**src/rtl/dmac_pkg.sv**
```systemverilog
// Shared state encoding, header layout and port constants for the linked-list DMA channel.
package dmac_pkg;

    typedef enum logic [3:0] {
        ST_IDLE     = 4'd0,
        ST_HDR_RD   = 4'd1,
        ST_CHK      = 4'd2,
        ST_PAY_RD   = 4'd3,
        ST_WAIT_REQ = 4'd4,
        ST_PAY_WR   = 4'd5,
        ST_DONE     = 4'd6,
        ST_ERR      = 4'd7,
        ST_ABORT    = 4'd8
    } dmacState_e;

    localparam int HDR_CNT_MSB = 31;
    localparam int HDR_CNT_LSB = 24;
    localparam int HDR_NXT_MSB = 23;
    localparam int HDR_NXT_LSB = 0;

    localparam logic [23:0] END_MARK_DEF  = 24'hFF_FFFF;
    localparam logic [31:0] GPU_DATA_ADDR = 32'h1F80_1810;
    localparam logic [1:0]  BUS_SIZE_WORD = 2'b10;

    function automatic logic [7:0] minBurst(input logic [7:0] remWords, input logic [7:0] maxWords);
        return (remWords < maxWords) ? remWords : maxWords;
    endfunction

endpackage

```
**src/rtl/dmac_li_gen2_fifo.sv**
```systemverilog
// Single-clock first-word-fall-through FIFO; the head word is on DOUT whenever LEVEL is non-zero.
module SYNC_FIFO #(
    parameter int DEPTH_P2 = 4,
    parameter int WIDTH    = 32
) (
    input  logic                CLK,
    input  logic                RST_SYNC,
    input  logic                EN,
    input  logic                PUSH,
    input  logic [WIDTH-1:0]    DIN,
    input  logic                POP,
    output logic [WIDTH-1:0]    DOUT,
    output logic [DEPTH_P2:0]   LEVEL
);
    localparam logic [DEPTH_P2-1:0] PTR_ONE = DEPTH_P2'(1);
    localparam logic [DEPTH_P2:0]   LVL_ONE = (DEPTH_P2 + 1)'(1);

    logic [WIDTH-1:0]    mem [0:(2**DEPTH_P2)-1];
    logic [DEPTH_P2-1:0] wrPtr;
    logic [DEPTH_P2-1:0] rdPtr;

    always_ff @(posedge CLK) begin
        if (EN && PUSH) begin
            mem[wrPtr] <= DIN;
        end
    end

    always_ff @(posedge CLK) begin
        if (RST_SYNC) begin
            wrPtr <= '0;
            rdPtr <= '0;
            LEVEL <= '0;
        end else if (EN) begin
            if (PUSH) wrPtr <= wrPtr + PTR_ONE;
            if (POP)  rdPtr <= rdPtr + PTR_ONE;
            case ({PUSH, POP})
                2'b10:   LEVEL <= LEVEL + LVL_ONE;
                2'b01:   LEVEL <= LEVEL - LVL_ONE;
                default: ;
            endcase
        end
    end

    assign DOUT = mem[rdPtr];

endmodule

```
**src/rtl/dmac_li_gen2.sv**
```systemverilog
// Linked-list DMA channel: walks header chains in memory and streams each payload
// through a local FIFO to a fixed, non-incrementing peripheral data port.
module dmac_li_gen2
    import dmac_pkg::*;
#(
    parameter int          FIFO_DEPTH_P2 = 4,
    parameter int          MAX_BURST     = 16,
    parameter int          LEN_W         = 5,
    parameter int          MAX_NODES     = 4096,
    parameter logic [31:0] DEST_ADDR     = GPU_DATA_ADDR,
    parameter logic [23:0] END_MARK      = END_MARK_DEF
) (
    input  logic                     CLK,
    input  logic                     RST_SYNC,
    input  logic                     EN,
    input  logic                     CFG_DMA_CHCR_TR_IN,
    input  logic                     CFG_DMA_CHCR_LI_IN,
    input  logic [31:0]              CFG_DMA_MADR_IN,
    output logic                     CFG_DMA_CHCR_TR_CLR_OUT,
    output logic                     STATUS_ERR_OUT,
    output logic                     STATUS_ABORT_OUT,
    output logic                     BUS_READ_REQ_OUT,
    input  logic                     BUS_READ_ACK_IN,
    output logic                     BUS_WRITE_REQ_OUT,
    input  logic                     BUS_WRITE_ACK_IN,
    input  logic                     BUS_LAST_ACK_IN,
    output logic [31:0]              BUS_START_ADDR_OUT,
    output logic [1:0]               BUS_SIZE_OUT,
    output logic [LEN_W-1:0]         BUS_LEN_OUT,
    output logic                     BUS_BURST_ADDR_INC_OUT,
    output logic [31:0]              BUS_WRITE_DATA_OUT,
    input  logic [31:0]              BUS_READ_DATA_IN,
    input  logic                     DMAC_REQ_IN,
    output logic                     DMAC_ACK_OUT,
    output logic                     DMAC_IRQ_OUT,
    output dmacState_e               DBG_STATE_OUT,
    output logic [FIFO_DEPTH_P2:0]   DBG_FIFO_LEVEL_OUT
);
    localparam int NODE_W = $clog2(MAX_NODES + 1);

    dmacState_e        state, stateNxt;
    logic [21:0]       wordAddr;
    logic [7:0]        remCnt;
    logic [NODE_W-1:0] nodeCnt;
    logic [23:0]       nxtPtr;
    logic [LEN_W-1:0]  burstLen;
    logic              fifoPush, fifoPop;
    logic              unusedMadr;

    assign unusedMadr = ^{CFG_DMA_MADR_IN[31:24], CFG_DMA_MADR_IN[1:0]};

    // Bus handshake: address/len/inc are registered one cycle before REQ rises; REQ then
    // holds until the beat flagged by LAST_ACK and drops on the next edge. Every ACK seen
    // while REQ is high is one beat, including the one that carries LAST_ACK.
    always_ff @(posedge CLK) begin
        if (RST_SYNC)  state <= ST_IDLE;
        else if (EN)   state <= stateNxt;
    end

    always_comb begin
        stateNxt = state;
        case (state)
            ST_IDLE:     if (CFG_DMA_CHCR_TR_IN && CFG_DMA_CHCR_LI_IN) stateNxt = ST_HDR_RD;
            ST_HDR_RD:   if (BUS_READ_REQ_OUT && BUS_LAST_ACK_IN) stateNxt = ST_CHK;
            ST_CHK: begin
                if (!CFG_DMA_CHCR_TR_IN)                                       stateNxt = ST_ABORT;
                else if (nodeCnt == NODE_W'(MAX_NODES) && nxtPtr != END_MARK) stateNxt = ST_ERR;
                else if (remCnt == 8'd0 && nxtPtr == END_MARK)                stateNxt = ST_DONE;
                else if (remCnt == 8'd0)                                       stateNxt = ST_HDR_RD;
                else                                                           stateNxt = ST_PAY_RD;
            end
            ST_PAY_RD:   if (BUS_READ_REQ_OUT && BUS_LAST_ACK_IN) stateNxt = ST_WAIT_REQ;
            ST_WAIT_REQ: if (DMAC_REQ_IN) stateNxt = ST_PAY_WR;
            ST_PAY_WR:   if (BUS_WRITE_REQ_OUT && BUS_LAST_ACK_IN) stateNxt = ST_CHK;
            default:     stateNxt = ST_IDLE;
        endcase
    end

    always_comb begin
        DMAC_ACK_OUT            = 1'b0;
        DMAC_IRQ_OUT            = 1'b0;
        CFG_DMA_CHCR_TR_CLR_OUT = 1'b0;
        case (state)
            ST_DONE: begin
                DMAC_ACK_OUT            = 1'b1;
                DMAC_IRQ_OUT            = 1'b1;
                CFG_DMA_CHCR_TR_CLR_OUT = 1'b1;
            end
            ST_ERR, ST_ABORT: begin
                DMAC_IRQ_OUT            = 1'b1;
                CFG_DMA_CHCR_TR_CLR_OUT = 1'b1;
            end
            default: ;
        endcase
        // Header beats never enter the FIFO; only payload reads do.
        fifoPush = BUS_READ_REQ_OUT && BUS_READ_ACK_IN && (state == ST_PAY_RD);
        fifoPop  = BUS_WRITE_REQ_OUT && BUS_WRITE_ACK_IN;
    end

    always_ff @(posedge CLK) begin
        if (RST_SYNC) begin
            wordAddr               <= '0;
            remCnt                 <= '0;
            nodeCnt                <= '0;
            nxtPtr                 <= '0;
            burstLen               <= '0;
            BUS_READ_REQ_OUT       <= 1'b0;
            BUS_WRITE_REQ_OUT      <= 1'b0;
            BUS_START_ADDR_OUT     <= '0;
            BUS_LEN_OUT            <= '0;
            BUS_BURST_ADDR_INC_OUT <= 1'b0;
            STATUS_ERR_OUT         <= 1'b0;
            STATUS_ABORT_OUT       <= 1'b0;
        end else if (EN) begin
            case (state)
                ST_IDLE: if (stateNxt == ST_HDR_RD) begin
                    wordAddr               <= CFG_DMA_MADR_IN[23:2];
                    nodeCnt                <= '0;
                    STATUS_ERR_OUT         <= 1'b0;
                    STATUS_ABORT_OUT       <= 1'b0;
                    BUS_START_ADDR_OUT     <= {8'h00, CFG_DMA_MADR_IN[23:2], 2'b00};
                    BUS_LEN_OUT            <= LEN_W'(1);
                    BUS_BURST_ADDR_INC_OUT <= 1'b1;
                end
                ST_HDR_RD: begin
                    if (!BUS_READ_REQ_OUT) begin
                        BUS_READ_REQ_OUT <= 1'b1;
                    end else if (BUS_LAST_ACK_IN) begin
                        BUS_READ_REQ_OUT <= 1'b0;
                        remCnt           <= BUS_READ_DATA_IN[HDR_CNT_MSB:HDR_CNT_LSB];
                        nxtPtr           <= BUS_READ_DATA_IN[HDR_NXT_MSB:HDR_NXT_LSB];
                        nodeCnt          <= nodeCnt + NODE_W'(1);
                        wordAddr         <= wordAddr + 22'd1;
                    end
                end
                ST_CHK: begin
                    case (stateNxt)
                        ST_HDR_RD: begin
                            wordAddr               <= nxtPtr[23:2];
                            BUS_START_ADDR_OUT     <= {8'h00, nxtPtr[23:2], 2'b00};
                            BUS_LEN_OUT            <= LEN_W'(1);
                            BUS_BURST_ADDR_INC_OUT <= 1'b1;
                        end
                        ST_PAY_RD: begin
                            burstLen               <= LEN_W'(minBurst(remCnt, 8'(MAX_BURST)));
                            BUS_START_ADDR_OUT     <= {8'h00, wordAddr, 2'b00};
                            BUS_LEN_OUT            <= LEN_W'(minBurst(remCnt, 8'(MAX_BURST)));
                            BUS_BURST_ADDR_INC_OUT <= 1'b1;
                        end
                        ST_ERR:   STATUS_ERR_OUT   <= 1'b1;
                        ST_ABORT: STATUS_ABORT_OUT <= 1'b1;
                        default: ;
                    endcase
                end
                ST_PAY_RD: begin
                    if (!BUS_READ_REQ_OUT) begin
                        BUS_READ_REQ_OUT <= 1'b1;
                    end else if (BUS_LAST_ACK_IN) begin
                        BUS_READ_REQ_OUT <= 1'b0;
                        wordAddr         <= wordAddr + 22'(burstLen);
                    end
                end
                ST_WAIT_REQ: if (DMAC_REQ_IN) begin
                    BUS_START_ADDR_OUT     <= DEST_ADDR;
                    BUS_LEN_OUT            <= burstLen;
                    BUS_BURST_ADDR_INC_OUT <= 1'b0;
                end
                ST_PAY_WR: begin
                    if (!BUS_WRITE_REQ_OUT) begin
                        BUS_WRITE_REQ_OUT <= 1'b1;
                    end else if (BUS_LAST_ACK_IN) begin
                        BUS_WRITE_REQ_OUT <= 1'b0;
                        remCnt            <= remCnt - 8'(burstLen);
                    end
                end
                default: ;
            endcase
        end
    end

    assign BUS_SIZE_OUT  = BUS_SIZE_WORD;
    assign DBG_STATE_OUT = state;

    SYNC_FIFO #(
        .DEPTH_P2 (FIFO_DEPTH_P2),
        .WIDTH    (32)
    ) payloadFifo (
        .CLK      (CLK),
        .RST_SYNC (RST_SYNC),
        .EN       (EN),
        .PUSH     (fifoPush),
        .DIN      (BUS_READ_DATA_IN),
        .POP      (fifoPop),
        .DOUT     (BUS_WRITE_DATA_OUT),
        .LEVEL    (DBG_FIFO_LEVEL_OUT)
    );

endmodule

```
**config.mk**
```make
export PLATFORM = sky130hd
export DESIGN_NAME = dmac_li_gen2
export DESIGN_NICKNAME = d
export VERILOG_FILES = /design/src/rtl/dmac_pkg.sv /design/src/rtl/dmac_li_gen2_fifo.sv /design/src/rtl/dmac_li_gen2.sv
export SDC_FILE = /design/constraint.sdc
export NUM_CORES = 1
export LEC_CHECK = 0
export BUFFER_PORTS_ARGS = -buffer_cell sky130_fd_sc_hd__buf_2
export CORE_MARGIN = 2
export CORE_UTILIZATION = 33
export CTS_CLUSTER_SIZE = 10
export DETAILED_ROUTE_END_ITERATION = 8
export PLACE_DENSITY = 0.45
export SYNTH_ARGS = -nofsm -noshare
export SYNTH_HDL_FRONTEND = slang
export SYNTH_HIERARCHICAL = 1
export SYNTH_SLANG_ARGS = --single-unit
```
**constraint.sdc**
```tcl
create_clock -name CLK -period 5.4 [get_ports CLK]
set_input_delay 1.08 -clock CLK [delete_from_list [all_inputs] [get_ports CLK]]
set_output_delay 1.08 -clock CLK [all_outputs]
set_load 0.02 [all_outputs]
```
# Word level (Yosys, flattened, before mapping)
# Memories as Yosys holds them, arrays and structs flattened. A register that Yosys moved wholly into a read port is not among the register bits.
# Cells that the tools add are included.
word_totals:
  register_bits: 131
  ram_bits: 512
  inputBits: 73
  output_inout_bits: 88
  elab_cells: 144
  n_memories: 1
mem_list:
  columns: ["memory", "depth", "width", "read_ports", "rd_ports_with_merged_regs", "wr", "line_no", "source"]
  rows:
  - ["payloadFifo.mem", 16, 32, 1, 1, 1, "dmac_li_gen2_fifo.sv:18", "logic [WIDTH-1:0] mem [0:(2**DEPTH_P2)-1];"]
op_classes:
  add_sub_neg: 8
  n_lt_le_gt_ge: 1
  eq_ne: 30
  n_mux: 54
  reduce_logical: 34
ops:
  columns: ["operator", "count"]
  rows:
  - ["two-way mux 22 bit", 6]
  - ["case mux 32 bit (3 select lines)", 1]
  - ["case mux 22 bit (4 select lines)", 1]
  - ["two-way mux 32 bit", 2]
  - ["case mux 32 bit (2 select lines)", 1]
  - ["two-way mux 13 bit", 3]
  - ["two-way mux 4 bit", 8]
  - ["two-way mux 8 bit", 4]
  - ["case mux 13 bit (2 select lines)", 1]
  - ["== test 24 bit, second input constant", 1]
  - ["inequality test 24 bit, second input constant", 1]
  - ["case mux 4 bit (6 select lines)", 1]
  - ["adder 22 x 1 -> 22 bit, second input constant", 1]
  - ["adder 22 x 5 -> 22 bit", 1]
  - ["== test 4 x 3 -> 1 bit, second input constant", 5]
  - ["inequality test 2 bit, second input constant", 10]
  - ["case mux 5 bit (2 select lines)", 2]
  - ["case mux 8 bit (2 select lines)", 1]
  - ["two-way mux 5 bit", 3]
  - ["case mux 5 bit (3 select lines)", 1]
  - ["AND reduction 5 bit", 3]
  - ["adder 13 x 1 -> 13 bit, second input constant", 1]
  - ["== test 13 bit, second input constant", 1]
  - ["two-way mux 1 bit", 13]
  - ["29 further kinds", 55]

# Depth between registers and ports, before layout
# Gate-level depths: netlist of run 1.
logic_depth:
  word_depth: 10
  depth_mapped: 13
  mapped_depth_nobuf: 12

# Cells and area by module
# The synthesis of run 1 kept the hierarchy.
modules_own_cells:
  columns: ["module", "n_inst", "cells_each", "area_each_um2", "seq_area_each_um2"]
  rows:
  - ["SYNC_FIFO", 1, 894, 19999.2, 15715.1]
  - ["dmac_li_gen2", 1, 842, 6252.2, 2182.1]

# Worst setup path after synthesis of run 1
# OpenSTA, ideal clock, no wires.
synth_timing:
  path_kind: "input to register"
  startpoint: "in BUS_READ_ACK_IN"
  endpoint: "mem payloadFifo.mem[3][0] (enable)"
  setup_time_ns: 0.461
  t_arrival_ns: 3.961
  required_ns: 4.939
  path_slack_ns: 0.978
  stages: 5
  path_buffers: 1
  path_cell_list: "and3_1 > and2_1 > clkbuf_1 > nand2_1 > nor3_1"
synth_between:
  elab_chain_len: 5
synth_lines:
  columns: ["item", "line_no", "source"]
  rows:
  - ["from (decl)", "dmac_li_gen2.sv:23", "input logic BUS_READ_ACK_IN,"]
  - ["logical AND 1 bit (2 in series)", "dmac_li_gen2.sv:96", "fifoPush = BUS_READ_REQ_OUT && BUS_READ_ACK_IN && (state == ST_PAY_RD);"]
  - ["logical AND 1 bit", "dmac_li_gen2_fifo.sv:23", "if (EN && PUSH) begin"]
  - ["two-way mux 1 bit", "dmac_li_gen2_fifo.sv:23", null]
  - ["two-way mux 1 bit (not written as such)", "dmac_li_gen2_fifo.sv:24", "mem[wrPtr] <= DIN;"]
  - ["to (decl)", "dmac_li_gen2_fifo.sv:18", null]
# No other way between the ends.

==> results.json, run 1 <==
{
  "drv_cap": 0,
  "layout-drive-gt1-share_pct": 23.2,
  "worst_path_max_delay_cell": "dfxtp_4",
  "vdd_ir_drop_max_uv": 199,
  "firstDrtPassIters": 5,
  "post-route-min-period_ns": 4.07,
  "hpwlAfterDp_um": 43100,
  "final_common_cell": "edfxtp_1",
  "drc": 0,
  "slew_viol_final": 0,
  "grt_max_degree": 67,
  "num_vias": 15600,
  "ff_latch_area_um2": 17900,
  "timing.critical_path.buf_inv": 2,
  "grt_pass1_vias": 16200,
  "ys_seq_area_share_pct": 68.2,
  "critPathKind": "flop to output pin",
  "cts_tree": "done",
  "avgSynthCellArea_um2": 15.1,
  "ctsHoldBuffers": 0,
  "powerDensity_nw_per_um2": 341,
  "fillCellCount": 7449,
  "rows": 103,
  "synth.top_cell.area_share_pct": 58.6,
  "fp.dieH_um": 286,
  "io_buffers": 143,
  "cts_made_buffers": 77,
  "core_area_um2": 78900,
  "cts.sink_count": 638,
  "routed_wl_um": 70500,
  "via_per_inst": 5.27,
  "dieWidth_um": 286,
  "clk_pin_slew_ns": 0.06,
  "grt_usage_pct": 17.3,
  "wl_per_cell_um": 23.7,
  "status": "completed",
  "clk_latency_ns": 0.62,
  "max_stage_delay_ns": 0.67,
  "die-area_um2": 81800,
  "post-cts-setup-buffer-count": 0,
  "synth-edff-count": 512,
  "final_cell_mix": "edfxtp_1, nand2_1, buf_2",
  "required_ns": 4.32,
  "netlist_area_um2": 26300,
  "syn_to_final_growth_pct": 16.0,
  "synth_largest_area_cell": "edfxtp_1",
  "synthArstFlopShare_pct": 0,
  "hold_path.class": "flop to flop",
  "grt_overflow_total": 0,
  "fin_nets": 1982,
  "io_pins": 161,
  "r2r_setup_slack_ns": 1.50,
  "fin_setup_tns_ns": 0,
  "start_util_pct": 33.3,
  "cp-start-kind": "flop",
  "leakage_nw": 9.79,
  "synthCells": 1736,
  "path_delay_family": "flip-flops",
  "antenna_found_initial": 5,
  "ys_ff_latch": 638,
  "ant_nets": 0,
  "finalPower_mw": 10.4,
  "worst_slew_pin_slew_ns": 1.15,
  "grt_pass1_wl_um": 105000,
  "synth_ff_type": "edfxtp_1",
  "fin_crit_sh_pct": 75.5,
  "cts_max_path_buffers": 3,
  "synth_area_leaders": "edfxtp_1, mux4_2, dfxtp_1, nand2_1, a22oi_1",
  "crit_arrival_ns": 2.99,
  "gp_congestion": 0.806,
  "worstPathCellList": "buf_12 -> mux4_2 -> a22oi_1 -> nand2_1 -> buf_2",
  "critPathMaxFanout": 60,
  "end_kind": "output pin",
  "fmax_mhz": 245,
  "htreeDepth": 3,
  "ys_warn_count": 6,
  "cts_resized": 0,
  "multi_input_area_um2": 7850,
  "rsz0062_at_grt": "no",
  "relSlewSlack_pct": 23.6,
  "hold_viol": 0,
  "timing.rr.start": "DBG_STATE_OUT[0]$_SDFFE_PP0P_",
  "yosysUniqueCellTypes": 77,
  "skew_ns": 0.0187,
  "finalSetupViolations": 0,
  "drtIter0Drc": 1084,
  "hold_start": "nxtPtr[1]$_SDFFE_PP0P_",
  "cts.root.buffer_cell": "clkbuf_16"
}
synthesized netlist by cell type, drive strengths merged (4+ instances only):
master / n
a31oi: 23
inv: 25
nand2: 196
a21boi: 6
a211oi: 19
or4: 9
nor2: 106
nand4: 12
nor3: 16
a21oi: 103
o21ai: 36
and3: 5
xnor2: 5
nand2b: 12
a222oi: 4
a22oi: 70
clkbuf: 68
edfxtp: 512
dfxtp: 126
a21o: 5
buf: 53
o311a: 4
mux2i: 7
mux4: 128
and2: 14
ha: 21
a311oi: 27
xor2: 8
o211ai: 6
nor4: 4
nand3: 24
o31ai: 7
nor2b: 9
or3: 10
nor4b: 5
worst min-delay path, cell delays in order (launching register included):
cell and delay [ns]:
dfxtp_1 0.31, nand2_1 0.05, a21oi_1 0.05
state kept, by name, summed over array words and instances (netlist names), named ones only:
register,cells
nxtPtr,24
payloadFifo/LEVEL,5
DBG_STATE_OUT,4
wordAddr,22
remCnt,8
STATUS_ABORT_OUT,1
payloadFifo/mem,512
nodeCnt,13
BUS_BURST_ADDR_INC_OUT,1
BUS_WRITE_REQ_OUT,1
payloadFifo/rdPtr,4
burstLen,5
BUS_START_ADDR_OUT,23
payloadFifo/wrPtr,4
BUS_READ_REQ_OUT,1
STATUS_ERR_OUT,1
BUS_LEN_OUT,5
final cells by class:
cell class	count	share of cell area, %
antenna	1	0.00822
clock buffer	96	6.73
clock inverter	17	0.489
inverter	25	0.308
multi-input combinational	957	25.8
sequential	638	58.8
tap	1050	4.31
timing repair buffer	187	3.57
metal layers:
layer  vias to the layer above  track usage (%)  share of wire, %
li1                       7098                -                 -
met1                      8082             23.2                44
met2                       363             29.1                49
met3                        99             2.65               4.4
met4                         4             4.93               1.9
met5                         -                0             0.031
where the power goes:
| group | internal (mW) | total, mW | switching, mW | leakage (nW) |
|---|---|---|---|---|
| clock network | 2.66 | 4.62 | 1.95 | 1.07 |
| logic | 0.113 | 0.382 | 0.269 | 3.10 |
| registers | 5.34 | 5.37 | 0.0349 | 5.62 |
metrics by stage:
stage / util [%] / hold slack, ns / instance area, um^2 / std cells / worst slack (ns)
after floorplan: - / 0.437 / 26300 / 1741 / 0.978
after global placement: 35.8 / 0.451 / 28200 / 2857 / 1.49
after detailed placement: 35.8 / 0.454 / 28200 / 2857 / 1.50
after CTS: 38.6 / 0.462 / 30400 / 2970 / 1.17
after global routing: 38.6 / 0.489 / 30500 / 2971 / 1.05
final: 38.6 / 0.463 / 30500 / 2971 / 1.33
logic make-up after synthesis:
logic type,count (synthesis),synth area share (%)
xor+xnor,13,0.434
simple gates,441,7.79
mux,135,11.2
flops,638,68.2
other cells,2,0.0286
fa+ha+maj,23,1.15
compound gates,338,8.61
buf+inv,146,2.56
path summary, 6_finish.rpt:
path	end	cells past startpoint
worst max-delay path	BUS_WRITE_DATA_OUT[12]	5
worst max register to register	BUS_LEN_OUT[3]$_SDFFE_PP0P_	8
worst min register to register	nxtPtr[1]$_SDFFE_PP0P_	2
worst min-delay path	nxtPtr[1]$_SDFFE_PP0P_	2
(Power assumes the default switching activity.)
==> run 2: changes to the inputs <==
--- a/config.mk
+++ b/config.mk
@@ -5,12 +5,13 @@
 export SDC_FILE = /design/constraint.sdc
 export NUM_CORES = 1
 export LEC_CHECK = 0
+export ABC_AREA = 1
 export BUFFER_PORTS_ARGS = -buffer_cell sky130_fd_sc_hd__buf_2
 export CORE_MARGIN = 2
 export CORE_UTILIZATION = 33
 export CTS_CLUSTER_SIZE = 10
 export DETAILED_ROUTE_END_ITERATION = 8
-export PLACE_DENSITY = 0.45
+export PLACE_DENSITY = 0.44
 export SYNTH_ARGS = -nofsm -noshare
 export SYNTH_HDL_FRONTEND = slang
 export SYNTH_HIERARCHICAL = 1
==> constraint.sdc (replaced) <==
create_clock -name CLK -period 4.17 [get_ports CLK]
set_input_delay 0.834 -clock CLK [delete_from_list [all_inputs] [get_ports CLK]]
set_output_delay 0.834 -clock CLK [all_outputs]
set_load 0.02 [all_outputs]
==> results.json, run 2 <==
{
  "status": "completed",
  "max_stage_delay_ns": 0.50,
  "synth_ff_type": "edfxtp_1",
  "regMostFlops": "payloadFifo/mem",
  "io_buffers": 143,
  "wl_met3_um": 3370,
  "dieWidth_um": 298,
  "ant_nets": 0,
  "hold_path.class": "flop to flop",
  "relSlewSlack_pct": 27.0,
  "grt_pass1_wl_um": 119000,
  "worstReg2RegEnd": "BUS_LEN_OUT[1]$_SDFFE_PP0P_",
  "num_vias": 20000,
  "firstDrtPassIters": 6,
  "drv_cap": 0,
  "cts.sink_count": 638,
  "crit_arrival_ns": 2.62,
  "start_util_pct": 33.4,
  "grt_overflow_total": 0,
  "wl_met1_um": 36200,
  "final_cell_area_um2": 32700,
  "dpl_cell_area_um2": 30400,
  "grt_max_degree": 97,
  "maxUsedRoutingLayer": "met5",
  "gp_congestion": 0.843,
  "netlist_area_um2": 28500,
  "r2r_setup_slack_ns": 0.90,
  "yosysUniqueCellTypes": 45,
  "synth_largest_area_cell": "edfxtp_1",
  "antenna_found_initial": 8,
  "avgSynthCellArea_um2": 10.1,
  "cp_common_cell": "nand3_1",
  "drtIter0Drc": 1259,
  "drc": 0,
  "synthArstFlopShare_pct": 0,
  "synth-edff-count": 512,
  "cp-start-kind": "flop",
  "clk_latency_ns": 0.61,
  "post-route-min-period_ns": 3.45,
  "cts.root.buffer_cell": "clkbuf_16",
  "fillCellCount": 8532,
  "rsz0062_at_grt": "no",
  "core_area_um2": 85400,
  "ctsHoldBuffers": 0,
  "post-cts-setup-buffer-count": 0,
  "grt_pass1_vias": 19700,
  "rows": 107,
  "ys_warn_count": 6,
  "worst_path_max_delay_cell": "dfxtp_4",
  "top_regs": "payloadFifo/mem: 512 flops, nxtPtr: 24 flops, BUS_START_ADDR_OUT: 23 flops",
  "skew_ns": 0.0173,
  "final_cell_mix": "edfxtp_1, nand2_1, inv_1",
  "grt_usage_pct": 17.5,
  "htreeDepth": 3,
  "worstPathCellList": "buf_12 -> buf_4 -> a21oi_1 -> o21ai_1 -> nand3_1 -> nand3_1 -> nand2_1 -> buf_2",
  "ys_ff_latch": 638,
  "routed_wl_um": 78000,
  "cts_resized": 0,
  "yosysMostFrequentCell": "edfxtp_1",
  "wl_per_cell_um": 18.8,
  "finalSetupViolations": 0,
  "cts_max_path_buffers": 3,
  "die-area_um2": 88700,
  "fin_setup_tns_ns": 0,
  "worst_slew_pin_slew_ns": 1.10,
  "slew_viol_final": 0,
  "crit_path_end": "BUS_WRITE_DATA_OUT[1]",
  "synthCells": 2828,
  "powerDensity_nw_per_um2": 425,
  "ys_seq_area_share_pct": 62.8,
  "timing.rr.start": "DBG_STATE_OUT[2]$_SDFFE_PP0P_",
  "critPathMaxFanout": 52,
  "synth_area_leaders": "edfxtp_1, dfxtp_1, nand2_1, inv_1, nand3_1",
  "vdd_ir_drop_max_uv": 332,
  "end_kind": "output pin",
  "hpwlAfterDp_um": 46700,
  "via_per_inst": 4.82,
  "fmax_mhz": 290,
  "synth.top_cell.area_share_pct": 54.0,
  "critPathKind": "flop to output pin",
  "wl_met2_um": 37000,
  "io_pins": 161,
  "final_common_cell": "edfxtp_1",
  "fp.dieH_um": 298,
  "leakage_nw": 12.1,
  "fin_nets": 3051,
  "layout-drive-gt1-share_pct": 11.2,
  "largest_reg_flops": 512,
  "ys_top_cells_by_count": "edfxtp_1, nand2_1, inv_1, nand3_1, nor2_1",
  "syn_to_final_growth_pct": 14.7,
  "required_ns": 3.34,
  "fin_crit_sh_pct": 82.7,
  "hold_viol": 0,
  "cts_tree": "done",
  "cts_made_buffers": 77,
  "clk_pin_slew_ns": 0.06,
  "r2r_cells": 13
}
[run 2: changes by cell type after synthesis, sizes merged, moves of 103 or more]
cell | before | now
nand2 | 196 | 468
mux4 | 128 | 0
o21ai | 36 | 222
o211ai | 6 | 136
inv | 25 | 388
nand3 | 24 | 255
nor2 | 106 | 247
a21oi | 103 | 206
[run 2: stage by stage]
stage	worst slack, ns	instances	power [mW]	util [%]	hold slack (ns)
3_5_place_dp	0.871	4020	7.89	35.6	0.434
4_1_cts	0.663	4141	14.1	38.3	0.452
3_3_place_gp	0.897	4020	7.88	35.6	0.425
6_report	0.720	4144	13.9	38.3	0.447
2_1_floorplan	1.01	2833	7.60	-	0.412
5_1_grt	0.506	4143	14.5	38.3	0.476
[run 2: routing by layer]
| metal | up-vias | track usage, % |
|---|---|---|
| met4 | 6 | 4.77 |
| met5 | - | 0 |
| met3 | 95 | 2.73 |
| li1 | 9882 | - |
| met1 | 9571 | 23.7 |
| met2 | 426 | 29.0 |
[run 2: layout make-up]
cell class,instances,area (um^2),share of cell area [%]
multi-input combinational,1649,8260,25.3
tap,1144,1430,4.38
inverter,391,1470,4.49
timing repair buffer,198,1350,4.14
clock inverter,13,108,0.329
sequential,638,17900,54.8
antenna,3,7.51,0.0230
clock buffer,108,2160,6.61
[run 2: how the worst min path moves through the flow]
| stage | end | slack, ns | start | cells after the start |
|---|---|---|---|---|
| global placement | flop | 0.43 | payloadFifo/rdPtr[3]$_SDFFE_PP0P_ | 1 |
| floorplan | flop | 0.41 | payloadFifo/rdPtr[3]$_SDFFE_PP0P_ | 1 |
| finish | flop | 0.45 | payloadFifo/rdPtr[3]$_SDFFE_PP0P_ | 1 |
| detailed placement | flop | 0.43 | payloadFifo/rdPtr[3]$_SDFFE_PP0P_ | 1 |
| global route | flop | 0.48 | payloadFifo/rdPtr[3]$_SDFFE_PP0P_ | 1 |
| CTS | flop | 0.45 | payloadFifo/rdPtr[3]$_SDFFE_PP0P_ | 1 |
[run 2: power breakdown]
| part | total, mW | internal (mW) | switching, mW |
|---|---|---|---|
| clock network | 6.15 | 3.64 | 2.52 |
| registers | 7.00 | 6.95 | 0.0595 |
| logic | 0.748 | 0.212 | 0.536 |
[run 2: cells by family (layout without fill, tap and decap cells)]
family | after synthesis | after routing | share of synthesized area [%]
AOI/OAI and AO/OA | 607 | 607 | 12.3
xor gates and xnor gates | 12 | 12 | 0.369
adders and majority gates | 23 | 23 | 1.06
buffers and inverters | 546 | 710 | 8.70
DFF | 638 | 638 | 62.8
other | 2 | 10 | 0.0264
and+or+nand+nor | 1000 | 1000 | 14.7
[run 2: critical path: cells and delay by family, from the launching register on]
family                 cells  cell delay [ns]
AOI/OAI and AO/OA          2             0.22
DFF                        1             0.50
and+or+nand+nor            3             0.35
buffers and inverters      3             0.88
==> run 3: changes to the inputs <==
==> constraint.sdc (replaced) <==
create_clock -name CLK -period 3.4 [get_ports CLK]
set_input_delay 0.68 -clock CLK [delete_from_list [all_inputs] [get_ports CLK]]
set_output_delay 0.68 -clock CLK [all_outputs]
set_load 0.02 [all_outputs]
==> results.json, run 3 (synthesized netlist as in run 2, its figures left out) <==
{
  "io_buffers": 143,
  "critPathKind": "flop to flop",
  "final_cell_mix": "edfxtp_1, nand2_1, inv_1",
  "layout-drive-gt1-share_pct": 11.9,
  "required_ns": 3.94,
  "clk_pin_slew_ns": 0.06,
  "routed_wl_um": 78600,
  "worst_slew_pin_slew_ns": 0.654,
  "ctsHoldBuffers": 0,
  "rsz0062_at_grt": "no",
  "worst_path_max_delay_cell": "dfxtp_1",
  "cts_tree": "done",
  "relSlewSlack_pct": 56.4,
  "fmax_mhz": 328,
  "fin_setup_tns_ns": 0,
  "cts.sink_count": 638,
  "slew_viol_final": 0,
  "largest_reg_flops": 512,
  "fillCellCount": 8545,
  "cts_max_path_buffers": 3,
  "grt_pass1_vias": 19500,
  "dpl_cell_area_um2": 30600,
  "drv_cap": 0,
  "worstPathCellList": "nor2_4 -> inv_2 -> nor2_4 -> nand2_2 -> nor2_1 -> ha_1 -> nand3_1 -> nand2_1 -> inv_1 -> o21ai_0 -> nand3_1 -> nor3_1 -> buf_4 -> nand2_1 -> o21ai_0 -> nand3_1 -> nand2_1 -> nor2_1 -> nor2_1",
  "cts_made_buffers": 77,
  "status": "completed",
  "post-route-min-period_ns": 3.04,
  "grt_pass1_wl_um": 118000,
  "post-cts-setup-buffer-count": 0,
  "num_vias": 20000,
  "skew_ns": 0.0252,
  "die-area_um2": 88700,
  "gp_congestion": 0.866,
  "final_cell_area_um2": 32900,
  "finalSetupViolations": 0,
  "max_stage_delay_ns": 0.35,
  "crit_arrival_ns": 3.59,
  "start_util_pct": 33.4,
  "grt_overflow_total": 0,
  "dieWidth_um": 298,
  "rows": 107,
  "powerDensity_nw_per_um2": 515,
  "grt_max_degree": 114,
  "fp.dieH_um": 298,
  "drc": 0,
  "regMostFlops": "payloadFifo/mem",
  "cp-start-kind": "flop",
  "antenna_found_initial": 6,
  "core_area_um2": 85400,
  "leakage_nw": 12.2,
  "wl_per_cell_um": 18.9,
  "grt_usage_pct": 17.5,
  "htreeDepth": 3,
  "hpwlAfterDp_um": 48200,
  "io_pins": 161,
  "via_per_inst": 4.79,
  "top_regs": "payloadFifo/mem: 512 flops, nxtPtr: 24 flops, BUS_START_ADDR_OUT: 23 flops",
  "hold_path.class": "primary input to flop",
  "hold_viol": 0,
  "syn_to_final_growth_pct": 15.4,
  "vdd_ir_drop_max_uv": 304,
  "firstDrtPassIters": 5,
  "fin_nets": 3073,
  "final_common_cell": "edfxtp_1",
  "critPathMaxFanout": 7,
  "drtIter0Drc": 1257,
  "ant_nets": 0,
  "clk_latency_ns": 0.61,
  "cts.root.buffer_cell": "clkbuf_16",
  "end_kind": "flop",
  "fin_crit_sh_pct": 89.6
}
[run 3: changes by cell type in the layout (fill, tap and decap cells not counted), moves of 2 or more]
cell / change
inv_6: +3
clkinv_2: -4
diode_2: -2
buf_12: +5
clkbuf_1: +4
clkbuf_16: -5
clkinv_8: +2
buf_4: +17
[run 3: worst paths after layout]
| kind | start | endpoint | slack [ns] | cells after the start |
|---|---|---|---|---|
| worst min register to register | burstLen[2]$_SDFFE_PP0P_ | burstLen[2]$_SDFFE_PP0P_ | 0.46 | 2 |
| worst max register to register | DBG_STATE_OUT[3]$_SDFFE_PP0P_ | wordAddr[19]$_SDFFE_PP0P_ | 0.36 | 19 |
| worst min-delay path | CFG_DMA_MADR_IN[10] | BUS_START_ADDR_OUT[10]$_SDFFE_PP0P_ | 0.43 | 5 |
| worst max-delay path | DBG_STATE_OUT[3]$_SDFFE_PP0P_ | wordAddr[19]$_SDFFE_PP0P_ | 0.36 | 19 |
[run 3: layer usage]
metal	vias to the layer above	global-route usage, %	wire length [um]
li1	9928	-	-
met4	8	5.01	1680
met1	9490	23.1	35700
met3	119	2.86	3460
met2	413	29.6	37600
met5	-	0	47
[run 3: final cells by class]
| type | count | area [um^2] | area share [%] |
|---|---|---|---|
| Multi-Input combinational cell | 1649 | 8260 | 25.1 |
| Clock buffer | 108 | 2060 | 6.28 |
| Clock inverter | 15 | 165 | 0.502 |
| Tap cell | 1144 | 1430 | 4.35 |
| Timing Repair Buffer | 220 | 1580 | 4.81 |
| Sequential cell | 638 | 17900 | 54.5 |
| Inverter | 391 | 1470 | 4.46 |
| Antenna cell | 1 | 2.50 | 0.00761 |
[run 3: where the power goes]
group | internal, mW | switching [mW]
Clock | 4.29 | 3.13
Sequential | 8.52 | 0.0729
Combinational | 0.271 | 0.647
[run 3: timing repair]
action / in CTS / in global routing
setup endpoints to repair: 0 / 2
endpoints found under the hold margin: 0 / 0
gates resized for setup: 0 / 2
[run 3: metrics by stage]
stage | setup WS [ns] | std cells | power (mW) | hold slack (ns) | util (%)
4_1_cts | 0.264 | 4165 | 17.2 | 0.383 | 38.5
3_5_place_dp | 0.304 | 4042 | 9.68 | 0.437 | 35.9
2_1_floorplan | 0.238 | 2833 | 9.32 | 0.412 | -
5_1_grt | 0.0200 | 4165 | 17.6 | 0.420 | 38.5
6_report | 0.355 | 4166 | 16.9 | 0.428 | 38.5
3_3_place_gp | 0.329 | 4042 | 9.67 | 0.422 | 35.9
[run 3: critical path, delay by kind of cell, from the launching register on]
| kind | cells | cell delay [ns] |
|---|---|---|
| simple gates | 13 | 1.63 |
| compound gates | 2 | 0.47 |
| flops | 1 | 0.35 |
| buf+inv | 3 | 0.32 |
| fa+ha+maj | 1 | 0.20 |
